<file path="src/rtl/op_dispatch_stage_if.sv">
// op_dispatch_stage_if
//   Bundles every signal of the operand dispatch stage: the operand input
//   handshake, the issue/complete link to the compute stage, the result
//   output handshake, and the status outputs (busy, err_cnt, fsm_state).
//   Modports:
//     slave  - the dispatch stage itself
//     master - the environment around it (feeder, compute stage, consumer)
//   Handshake rule for both in_* and out_*: a transfer happens on a rising
//   clk edge where valid and ready are both 1. A valid, once raised, holds its
//   payload until that edge. ready may change freely.
interface op_dispatch_stage_if;
  logic               in_valid;
  logic               in_ready;
  logic signed [15:0] in_a;
  logic        [7:0]  in_b;
  logic               start;
  logic signed [15:0] op_a;
  logic        [7:0]  op_b;
  logic               done;
  logic signed [31:0] res_1;
  logic        [15:0] res_2;
  logic        [2:0]  res_status;
  logic               out_valid;
  logic               out_ready;
  logic signed [31:0] out_r1;
  logic        [15:0] out_r2;
  logic        [2:0]  out_status;
  logic               busy;
  logic        [7:0]  err_cnt;
  logic        [1:0]  fsm_state;

  modport slave (
    input  in_valid, in_a, in_b, done, res_1, res_2, res_status, out_ready,
    output in_ready, start, op_a, op_b, out_valid, out_r1, out_r2, out_status,
           busy, err_cnt, fsm_state
  );

  modport master (
    output in_valid, in_a, in_b, done, res_1, res_2, res_status, out_ready,
    input  in_ready, start, op_a, op_b, out_valid, out_r1, out_r2, out_status,
           busy, err_cnt, fsm_state
  );
endinterface

</file>
<file path="src/rtl/op_dispatch_stage.sv">
// op_dispatch_stage
//   Feeder for the multiply/add compute stage. Operand pairs are buffered in
//   a DEPTH-entry FIFO and issued one at a time: a 1-cycle start pulse with
//   op_a/op_b held until the op resolves. The stage waits for done, captures
//   res_1/res_2/res_status and presents them on the out_* handshake. If done
//   does not arrive within TIMEOUT wait cycles the op resolves with zero
//   results and status 3'b001, and err_cnt (saturating) is bumped.
//   Ports:
//     clk   - single clock, all logic on posedge
//     rst_n - synchronous active-low reset
//     bus   - op_dispatch_stage_if.slave (in_*, start/op_*, done/res_*,
//             out_*, busy, err_cnt, fsm_state debug view of the FSM)
module op_dispatch_stage #(
  parameter int DEPTH   = 4,
  parameter int TIMEOUT = 16
) (
  input logic              clk,
  input logic              rst_n,
  op_dispatch_stage_if.slave bus
);
  localparam int AW = $clog2(DEPTH);

  typedef enum logic [1:0] {
    IDLE  = 2'd0,
    ISSUE = 2'd1,
    WAIT  = 2'd2,
    HOLD  = 2'd3
  } state_t;

  state_t state;
  state_t state_nxt;

  logic [15:0]   mem_a [DEPTH];
  logic [7:0]    mem_b [DEPTH];
  logic [AW-1:0] wr_ptr;
  logic [AW-1:0] rd_ptr;
  logic [AW:0]   count;
  logic [7:0]    timer;

  logic full;
  logic push;
  logic pop;
  logic timed_out;

  // in_ready depends only on the registered count, so a pop in the same
  // cycle never lets a push into a full FIFO.
  assign full      = (count == (AW + 1)'(DEPTH));
  assign push      = bus.in_valid && !full;
  assign pop       = (state == IDLE) && (count != '0);
  assign timed_out = (timer == 8'(TIMEOUT - 1));

  assign bus.in_ready  = !full;
  assign bus.start     = (state == ISSUE);
  assign bus.out_valid = (state == HOLD);
  assign bus.busy      = (state != IDLE) || (count != '0);
  assign bus.fsm_state = state;

  always_comb begin
    state_nxt = state;
    case (state)
      IDLE:  if (pop) state_nxt = ISSUE;
      ISSUE: state_nxt = WAIT;
      WAIT:  if (bus.done || timed_out) state_nxt = HOLD;
      HOLD:  if (bus.out_ready) state_nxt = IDLE;
      default: state_nxt = IDLE;
    endcase
  end

  // FIFO storage carries no reset; only entries below count are ever read.
  always_ff @(posedge clk) begin
    if (push) begin
      mem_a[wr_ptr] <= bus.in_a;
      mem_b[wr_ptr] <= bus.in_b;
    end
  end

  always_ff @(posedge clk) begin
    if (!rst_n) begin
      state          <= IDLE;
      wr_ptr         <= '0;
      rd_ptr         <= '0;
      count          <= '0;
      timer          <= '0;
      bus.op_a       <= '0;
      bus.op_b       <= '0;
      bus.out_r1     <= '0;
      bus.out_r2     <= '0;
      bus.out_status <= '0;
      bus.err_cnt    <= '0;
    end else begin
      state <= state_nxt;
      count <= count + (AW + 1)'(push) - (AW + 1)'(pop);
      if (push) wr_ptr <= wr_ptr + AW'(1);
      if (pop)  rd_ptr <= rd_ptr + AW'(1);

      case (state)
        IDLE: begin
          if (pop) begin
            bus.op_a <= mem_a[rd_ptr];
            bus.op_b <= mem_b[rd_ptr];
          end
        end
        ISSUE: timer <= '0;
        WAIT: begin
          // done has priority over a timeout landing in the same cycle.
          if (bus.done) begin
            bus.out_r1     <= bus.res_1;
            bus.out_r2     <= bus.res_2;
            bus.out_status <= bus.res_status;
          end else if (timed_out) begin
            bus.out_r1     <= '0;
            bus.out_r2     <= '0;
            bus.out_status <= 3'b001;
            if (bus.err_cnt != 8'hFF) bus.err_cnt <= bus.err_cnt + 8'd1;
          end else begin
            timer <= timer + 8'd1;
          end
        end
        default: ;
      endcase
    end
  end
endmodule

</file>
<file path="src/flat_wrapper.sv">
// flat-port wrapper written by rule: the top's interface ports become plain ports
module op_dispatch_stage_flat 
#(
  parameter int DEPTH   = 4,
  parameter int TIMEOUT = 16
)
  (clk, rst_n, bus_in_valid, bus_in_a, bus_in_b, bus_done, bus_res_1, bus_res_2, bus_res_status, bus_out_ready, bus_in_ready, bus_start, bus_op_a, bus_op_b, bus_out_valid, bus_out_r1, bus_out_r2, bus_out_status, bus_busy, bus_err_cnt, bus_fsm_state);
  op_dispatch_stage_if bus_i ();
  input logic clk;
  input logic rst_n;
  input wire logic [$bits(bus_i.in_valid)-1:0] bus_in_valid;
  input wire logic [$bits(bus_i.in_a)-1:0] bus_in_a;
  input wire logic [$bits(bus_i.in_b)-1:0] bus_in_b;
  input wire logic [$bits(bus_i.done)-1:0] bus_done;
  input wire logic [$bits(bus_i.res_1)-1:0] bus_res_1;
  input wire logic [$bits(bus_i.res_2)-1:0] bus_res_2;
  input wire logic [$bits(bus_i.res_status)-1:0] bus_res_status;
  input wire logic [$bits(bus_i.out_ready)-1:0] bus_out_ready;
  output wire logic [$bits(bus_i.in_ready)-1:0] bus_in_ready;
  output wire logic [$bits(bus_i.start)-1:0] bus_start;
  output wire logic [$bits(bus_i.op_a)-1:0] bus_op_a;
  output wire logic [$bits(bus_i.op_b)-1:0] bus_op_b;
  output wire logic [$bits(bus_i.out_valid)-1:0] bus_out_valid;
  output wire logic [$bits(bus_i.out_r1)-1:0] bus_out_r1;
  output wire logic [$bits(bus_i.out_r2)-1:0] bus_out_r2;
  output wire logic [$bits(bus_i.out_status)-1:0] bus_out_status;
  output wire logic [$bits(bus_i.busy)-1:0] bus_busy;
  output wire logic [$bits(bus_i.err_cnt)-1:0] bus_err_cnt;
  output wire logic [$bits(bus_i.fsm_state)-1:0] bus_fsm_state;
  assign bus_i.in_valid = bus_in_valid;
  assign bus_i.in_a = bus_in_a;
  assign bus_i.in_b = bus_in_b;
  assign bus_i.done = bus_done;
  assign bus_i.res_1 = bus_res_1;
  assign bus_i.res_2 = bus_res_2;
  assign bus_i.res_status = bus_res_status;
  assign bus_i.out_ready = bus_out_ready;
  assign bus_in_ready = bus_i.in_ready;
  assign bus_start = bus_i.start;
  assign bus_op_a = bus_i.op_a;
  assign bus_op_b = bus_i.op_b;
  assign bus_out_valid = bus_i.out_valid;
  assign bus_out_r1 = bus_i.out_r1;
  assign bus_out_r2 = bus_i.out_r2;
  assign bus_out_status = bus_i.out_status;
  assign bus_busy = bus_i.busy;
  assign bus_err_cnt = bus_i.err_cnt;
  assign bus_fsm_state = bus_i.fsm_state;
  op_dispatch_stage #(.DEPTH(DEPTH), .TIMEOUT(TIMEOUT)) u_core (.clk(clk), .rst_n(rst_n), .bus(bus_i));
endmodule
</file>
<file path="config.mk">
export PLATFORM = sky130hd
export DESIGN_NAME = op_dispatch_stage_flat
export DESIGN_NICKNAME = d
export VERILOG_FILES = /design/src/rtl/op_dispatch_stage_if.sv /design/src/rtl/op_dispatch_stage.sv /design/src/flat_wrapper.sv
export SDC_FILE = /design/constraint.sdc
export NUM_CORES = 1
export LEC_CHECK = 0
export CORE_MARGIN = 5
export CORE_UTILIZATION = 35
export CTS_CLUSTER_SIZE = 40
export DETAILED_ROUTE_END_ITERATION = 6
export SYNTH_ARGS = -nofsm -noshare
export SYNTH_HDL_FRONTEND = slang
export SYNTH_SLANG_ARGS = --single-unit
</file>
<file path="constraint.sdc">
create_clock -name clk -period 2.83 [get_ports clk]
set_clock_uncertainty 0.2 [all_clocks]
set_input_delay 0.849 -clock clk [delete_from_list [all_inputs] [get_ports clk]]
set_output_delay 0.849 -clock clk [all_outputs]
set_load 0.01 [all_outputs]
</file>
==> results of run 1 <==
final cells by class:
| cell class | count | area (um^2) | area share |
|---|---|---|---|
| clock buffer | 17 | 425 | 0.0428 |
| tap | 270 | 338 | 0.0339 |
| multi-input combinational | 266 | 2160 | 0.217 |
| sequential | 196 | 4890 | 0.491 |
| timing repair buffer | 187 | 1900 | 0.191 |
| clock inverter | 15 | 213 | 0.0214 |
| inverter | 9 | 33.8 | 0.00339 |
kinds of logic after synthesis:
family	count (synthesis)
adders and majority gates	14
and+or+nand+nor	113
DFF	196
buffers and inverters	35
xor gates and xnor gates	9
muxes	28
AOI/OAI and AO/OA	102
synthesized netlist by cell type, types with 2 or more instances:
library cell  number
nand3_1           11
and2_1             5
or3_1              2
nand4_1            2
a21oi_1           32
xor2_1             5
and3_1             2
nor2_1            18
nand2b_1           3
mux2i_1            2
buf_2              9
o211ai_1           3
mux4_2            24
inv_1              7
a211oi_1           2
a22o_1            50
xnor2_1            4
nand2_1           59
edfxtp_1          96
o31ai_1            4
mux2_2             2
or4_1              4
clkbuf_1          15
o21ai_0            4
dfxtp_1          100
ha_1              13
metal layers:
| layer | part of all wire | wire (um) | track usage |
|---|---|---|---|
| met5 | 0 | 0 | 0 |
| met4 | 0.013 | 228 | 0.0433 |
| met1 | 0.43 | 7290 | 0.177 |
| met2 | 0.51 | 8710 | 0.252 |
| met3 | 0.042 | 713 | 0.0359 |
how the worst max path moves through the flow:
stage,startpoint,to,cells after the start,slack [ns]
CTS,u_core.count[1],bus_in_ready,3,0.08
global route,u_core.bus.fsm_state[0],bus_busy,4,0.03
finish,u_core.count[1],bus_in_ready,3,0.10
detailed placement,bus_in_valid,u_core.count[2],8,-0.08
global placement,bus_in_valid,u_core.count[2],8,-0.02
floorplan,u_core.bus.fsm_state[0],u_core.count[2],13,0.09
cell usage in the layout, fill, tap and decap left out, types with 5 or more instances in the layout:
cell | Yosys | layout
edfxtp_1 | 96 | 96
clkdlybuf4s50_1 | 0 | 167
ha_1 | 13 | 13
mux4_2 | 24 | 24
nor2_1 | 18 | 17
xor2_1 | 5 | 5
a21oi_1 | 32 | 31
clkbuf_16 | 0 | 17
buf_12 | 0 | 6
nand2_1 | 59 | 59
nand3_1 | 11 | 11
dfxtp_1 | 100 | 99
a22o_1 | 50 | 50
buf_4 | 0 | 13
inv_1 | 7 | 7
and2_1 | 5 | 5
sequential cells by signal, indices dropped and copies added (netlist names):
signal and flops:
u_core.bus.err_cnt 8, u_core.bus.fsm_state 2, u_core.bus.op_a 16, u_core.bus.op_b 8, u_core.bus.out_r1 32, u_core.bus.out_r2 16, u_core.bus.out_status 3, u_core.count 3
u_core.mem_a 64, u_core.mem_b 32, u_core.rd_ptr 2, u_core.timer 8, u_core.wr_ptr 2
worst max-delay path, delay by kind of cell (launching register included):
kind,cells,cell delay [ns]
buffers and inverters,1,0.56
DFF,1,0.47
and+or+nand+nor,2,0.24
timing repair:
| item | in CTS | in global routing |
|---|---|---|
| setup endpoints to repair | 1 | 0 |
| resized for setup | 1 | 0 |
| hold endpoints to repair | 0 | 0 |
report_power, final:
| group | internal, mW | total, mW | switching [mW] |
|---|---|---|---|
| combinational | 1.10 | 2.22 | 1.12 |
| sequential | 3.38 | 3.56 | 0.180 |
| clock | 1.31 | 2.54 | 1.23 |
| total | 5.79 | 8.32 | 2.53 |
==> impl_metrics.ini, run 1 <==
[finish]
fin_cells = 960
layout.nets = 771
final_util = 0.493
layout-area-overhead-vs-synth_pct = 39.0
antenna-diode-count = 0
num-fill-cells = 1760
final_cell_area_mm2 = 0.00995
drive_gt1_frac = 0.123

[grt]
gr-total-overflow = 0
track_usage = 0.144
antenna_found_initial = 0
grt_pass1_vias = 4828
grt_pass1_wl_um = 26600
grt_max_degree = 51

[sta]
hold_viol_final = 0
worst_slack_ns = 0.105
tightestPinTransition_ns = 0.524
tns_ns = 0
slew_headroom = 0.650
finalCritPeriodShare = 0.963
setup_viol = 0
fmax_mhz = 367
fin_crit_ns = 2.73
rsz0062_at_grt = false
timing.hold.ws_ns = 0.256
slew_violations = 0

[place]
hpwl_um = 11600
place_area_mm2 = 0.00931
post-place-cells = 928
gp_congestion = 0.811
place_ws_ns = -0.0846
io_buffers = 168

[yosys]
ys_types = 45
ys_warn_count = 0
synth-xor-area-share = 0.0110
synthMuxAreaShare = 0.0814
async_reset_ff_frac = 0
ys_ff_latch = 196
synth_fa_ha_area_frac = 0.0255
synthFlopType = dfxtp_1
synth_edf_count = 96
synth.top_cell.area_share = 0.403
synth_compound_area_frac = 0.105
synth-simple-area-share = 0.0741
syn_area_mm2 = 0.00716
synth.area.top_cells = edfxtp_1, dfxtp_1, mux4_2, a22o_1, nand2_1
syn_avg_cell_area_um2 = 14.4
syn_nets = 591
synth_area_leader_cell = edfxtp_1
synth_seq_area_share = 0.682
synth_top_family_by_area = compound AO/OA/AOI/OAI gates
synth_cells = 497

[critical_path]
start_kind = flop
crit_required_ns = 1.78
r2r_cells = 12
critPathMaxStageDelay_ns = 0.56
cp_data_arrival_time_ns = 1.68
crit_type = reg -> out
r2r-end = u_core.count[2]
cp_max_fo = 4
crit_chain = nor2_1 > nand2_1 > clkdlybuf4s50_1
r2r-start = u_core.bus.fsm_state[0]
cp-end-kind = primary output
r2r_slack_ns = 0.39
crit_path_top_delay_cell = clkdlybuf4s50_1

[cts]
cts_buffers = 17
cts_buffer_depth = 2
cts_hold_buf = 0
clk_pin_slew_worst_paths_ns = 0.08
root_buffer = clkbuf_16
htree_num_levels = 4
numClockSinks = 196
post_cts_buffers = 0
cts_tree = built
clk_latency_ns = 0.43

[drt]
viasPerCell = 4.85
drt-initial-drc-count = 189
drtPass1Iterations = 4
drtAntennaViolNets = 0
wl_um = 16900
wl_per_cell_um = 17.6
drc = 0
vias = 4653

[run_status]
outcome = completed

[min_path]
hold_start = u_core.bus.op_a[7]
hold_depth = 2
hold_class = reg -> reg
min_to = u_core.bus.op_a[7]

[floorplan]
coreArea_mm2 = 0.0202
boundaryPins = 169
die_w_um = 153
rows = 52
start_util = 0.355
dieArea_mm2 = 0.0234
die_height_um = 153

[power_and_ir_drop]
power_density_mw_per_mm2 = 836
power_mw = 8.32
ir_worst_vdd_mv = 0.452
p_leak_nw = 3.46

[run]
maxCapViolations = 0
Power figures use the tool's default switching activity.
==> inputs of run 2 (changes only) <==
CTS_CLUSTER_SIZE = 12   (was 40)
==> results of run 2 <==
Final layout, timing and power as in run 1 (identical DEF).
==> inputs of run 3 (changes only) <==
--- a/config.mk
+++ b/config.mk
@@ -6,4 +6,5 @@
 export NUM_CORES = 1
 export LEC_CHECK = 0
+export CORE_ASPECT_RATIO = 0.8
 export CORE_MARGIN = 5
 export CORE_UTILIZATION = 35
--- a/constraint.sdc
+++ b/constraint.sdc
@@ -3,3 +3,3 @@
 set_input_delay 0.849 -clock clk [delete_from_list [all_inputs] [get_ports clk]]
 set_output_delay 0.849 -clock clk [all_outputs]
-set_load 0.01 [all_outputs]
+set_load 0.05 [all_outputs]
==> impl_metrics.ini, run 3 (synthesis gave the netlist of run 1 again) <==
[run_status]
outcome = completed

[sta]
rsz0062_at_grt = false
fin_crit_ns = 2.78
finalCritPeriodShare = 0.983
timing.hold.ws_ns = 0.253
tightestPinTransition_ns = 0.554
slew_violations = 0
worst_slack_ns = 0.0494
fmax_mhz = 360
hold_viol_final = 0
tns_ns = 0
slew_headroom = 0.630
setup_viol = 0

[power_and_ir_drop]
ir_worst_vdd_mv = 0.510
power_density_mw_per_mm2 = 894
p_leak_nw = 3.47

[finish]
layout.nets = 769
final_util = 0.496
fin_cells = 952
multiInputGateArea_mm2 = 0.00216
drive_gt1_frac = 0.131
antenna-diode-count = 0
final_common_cell = clkdlybuf4s50_1
largest_reg_flops = 64
num-fill-cells = 1747
mostFrequentLayoutCells = clkdlybuf4s50_1, dfxtp_1, edfxtp_1
layout-area-overhead-vs-synth_pct = 38.3
top_register = u_core.mem_a
largestRegisters = u_core.mem_a (64), u_core.bus.out_r1 (32), u_core.mem_b (32)
regArea_mm2 = 0.00489

[critical_path]
crit_required_ns = 1.78
cp_max_fo = 6
critical_path_buf_inv_count = 1
r2r-end = u_core.count[2]
start_kind = flop
r2r_cells = 12
crit_path_top_delay_cell = clkdlybuf4s50_1
crit_type = reg -> out
critPathMaxStageDelay_ns = 0.85
r2r_slack_ns = 0.47
cp-end-kind = primary output
crit_chain = clkdlybuf4s50_1
cp_top_family = buffers and inverters
r2r-start = u_core.bus.fsm_state[0]
cp_data_arrival_time_ns = 1.73

[drt]
viasPerCell = 4.84
wl_per_cell_um = 17.5
drtAntennaViolNets = 0
drc = 0
drt-initial-drc-count = 238
wl_um = 16600
vias = 4607
drtPass1Iterations = 4

[min_path]
hold_class = reg -> reg
hold_depth = 2
min_to = u_core.bus.op_a[8]
hold_start = u_core.bus.op_a[8]

[run]
maxCapViolations = 0

[cts]
cts_buffer_depth = 2
clk_pin_slew_worst_paths_ns = 0.08
root_buffer = clkbuf_16
htree_num_levels = 4
numClockSinks = 196
clk_latency_ns = 0.42
cts_buffers = 17
cts_tree = built

[place]
place_ws_ns = 0.0361
post-place-cells = 920
io_buffers = 168
hpwl_um = 11400
gp_congestion = 0.740

[grt]
grt_pass1_wl_um = 25700
track_usage = 0.142
gr-total-overflow = 0
grt_pass1_vias = 4799
antenna_found_initial = 0
grt_max_degree = 51

[floorplan]
boundaryPins = 169
die_height_um = 138
start_util = 0.358
die_w_um = 170
coreArea_mm2 = 0.0200
rows = 46
dieArea_mm2 = 0.0234
[run 3: cell types whose count changed in the layout (fill, tap and decap cells not counted), moves of 2 or more]
cell / change
clkdlybuf4s50_1: -5
inv_12: -4
clkinvlp_4: +3
buf_12: +2
dfxtp_1: -2
dfxtp_4: +2
dlymetal6s2s_1: +2
[run 3: cell type report]
| cell class | count | area share |
|---|---|---|
| clock buffers | 18 | 0.0444 |
| well taps | 264 | 0.0334 |
| repair buffers | 185 | 0.192 |
| flip-flops and latches | 196 | 0.494 |
| inverters | 9 | 0.00341 |
| clock inverters | 14 | 0.0143 |
| multi-input cells | 266 | 0.218 |
[run 3: layer usage]
layer	global-route usage	part of all wire
met5	0	0
met4	0.0412	0.014
met3	0.0368	0.039
met2	0.232	0.50
met1	0.189	0.45
[run 3: repair_timing]
item | CTS | global route
hold buffers | 0 | 0
setup endpoints to repair | 0 | 3
resized for setup | 0 | 3
buffers inserted | 0 | 0
[run 3: tightest hold or removal path, cell delays in order, from the launching register on]
cell and delay [ns]:
dfxtp_1 0.31, nand2_1 0.05, a21oi_1 0.05
[run 3: through the flow]
step                      area, um^2  power [mW]
after floorplan                 7170        5.51
after global placement          9310        6.58
after detailed placement        9310        6.63
after CTS                       9890        8.98
after global routing            9900        9.32
final                           9900        8.85
[run 3: how the worst max path moves through the flow]
stage,slack (ns),end,cells after the start,from
finish,0.05,bus_err_cnt[2],1,u_core.bus.err_cnt[2]
global placement,0.08,u_core.count[2],8,bus_in_valid
detailed placement,0.04,u_core.count[2],8,bus_in_valid
global route,0.02,bus_err_cnt[2],1,u_core.bus.err_cnt[2]
CTS,0.02,bus_err_cnt[3],1,u_core.bus.err_cnt[3]
floorplan,0.008,u_core.count[2],13,u_core.bus.fsm_state[0]
[run 3: power breakdown]
| part | total [mW] | switching (mW) | internal, mW |
|---|---|---|---|
| logic | 2.93 | 1.81 | 1.13 |
| clock network | 2.34 | 1.14 | 1.19 |
| registers | 3.58 | 0.189 | 3.39 |
| total | 8.85 | 3.14 | 5.71 |
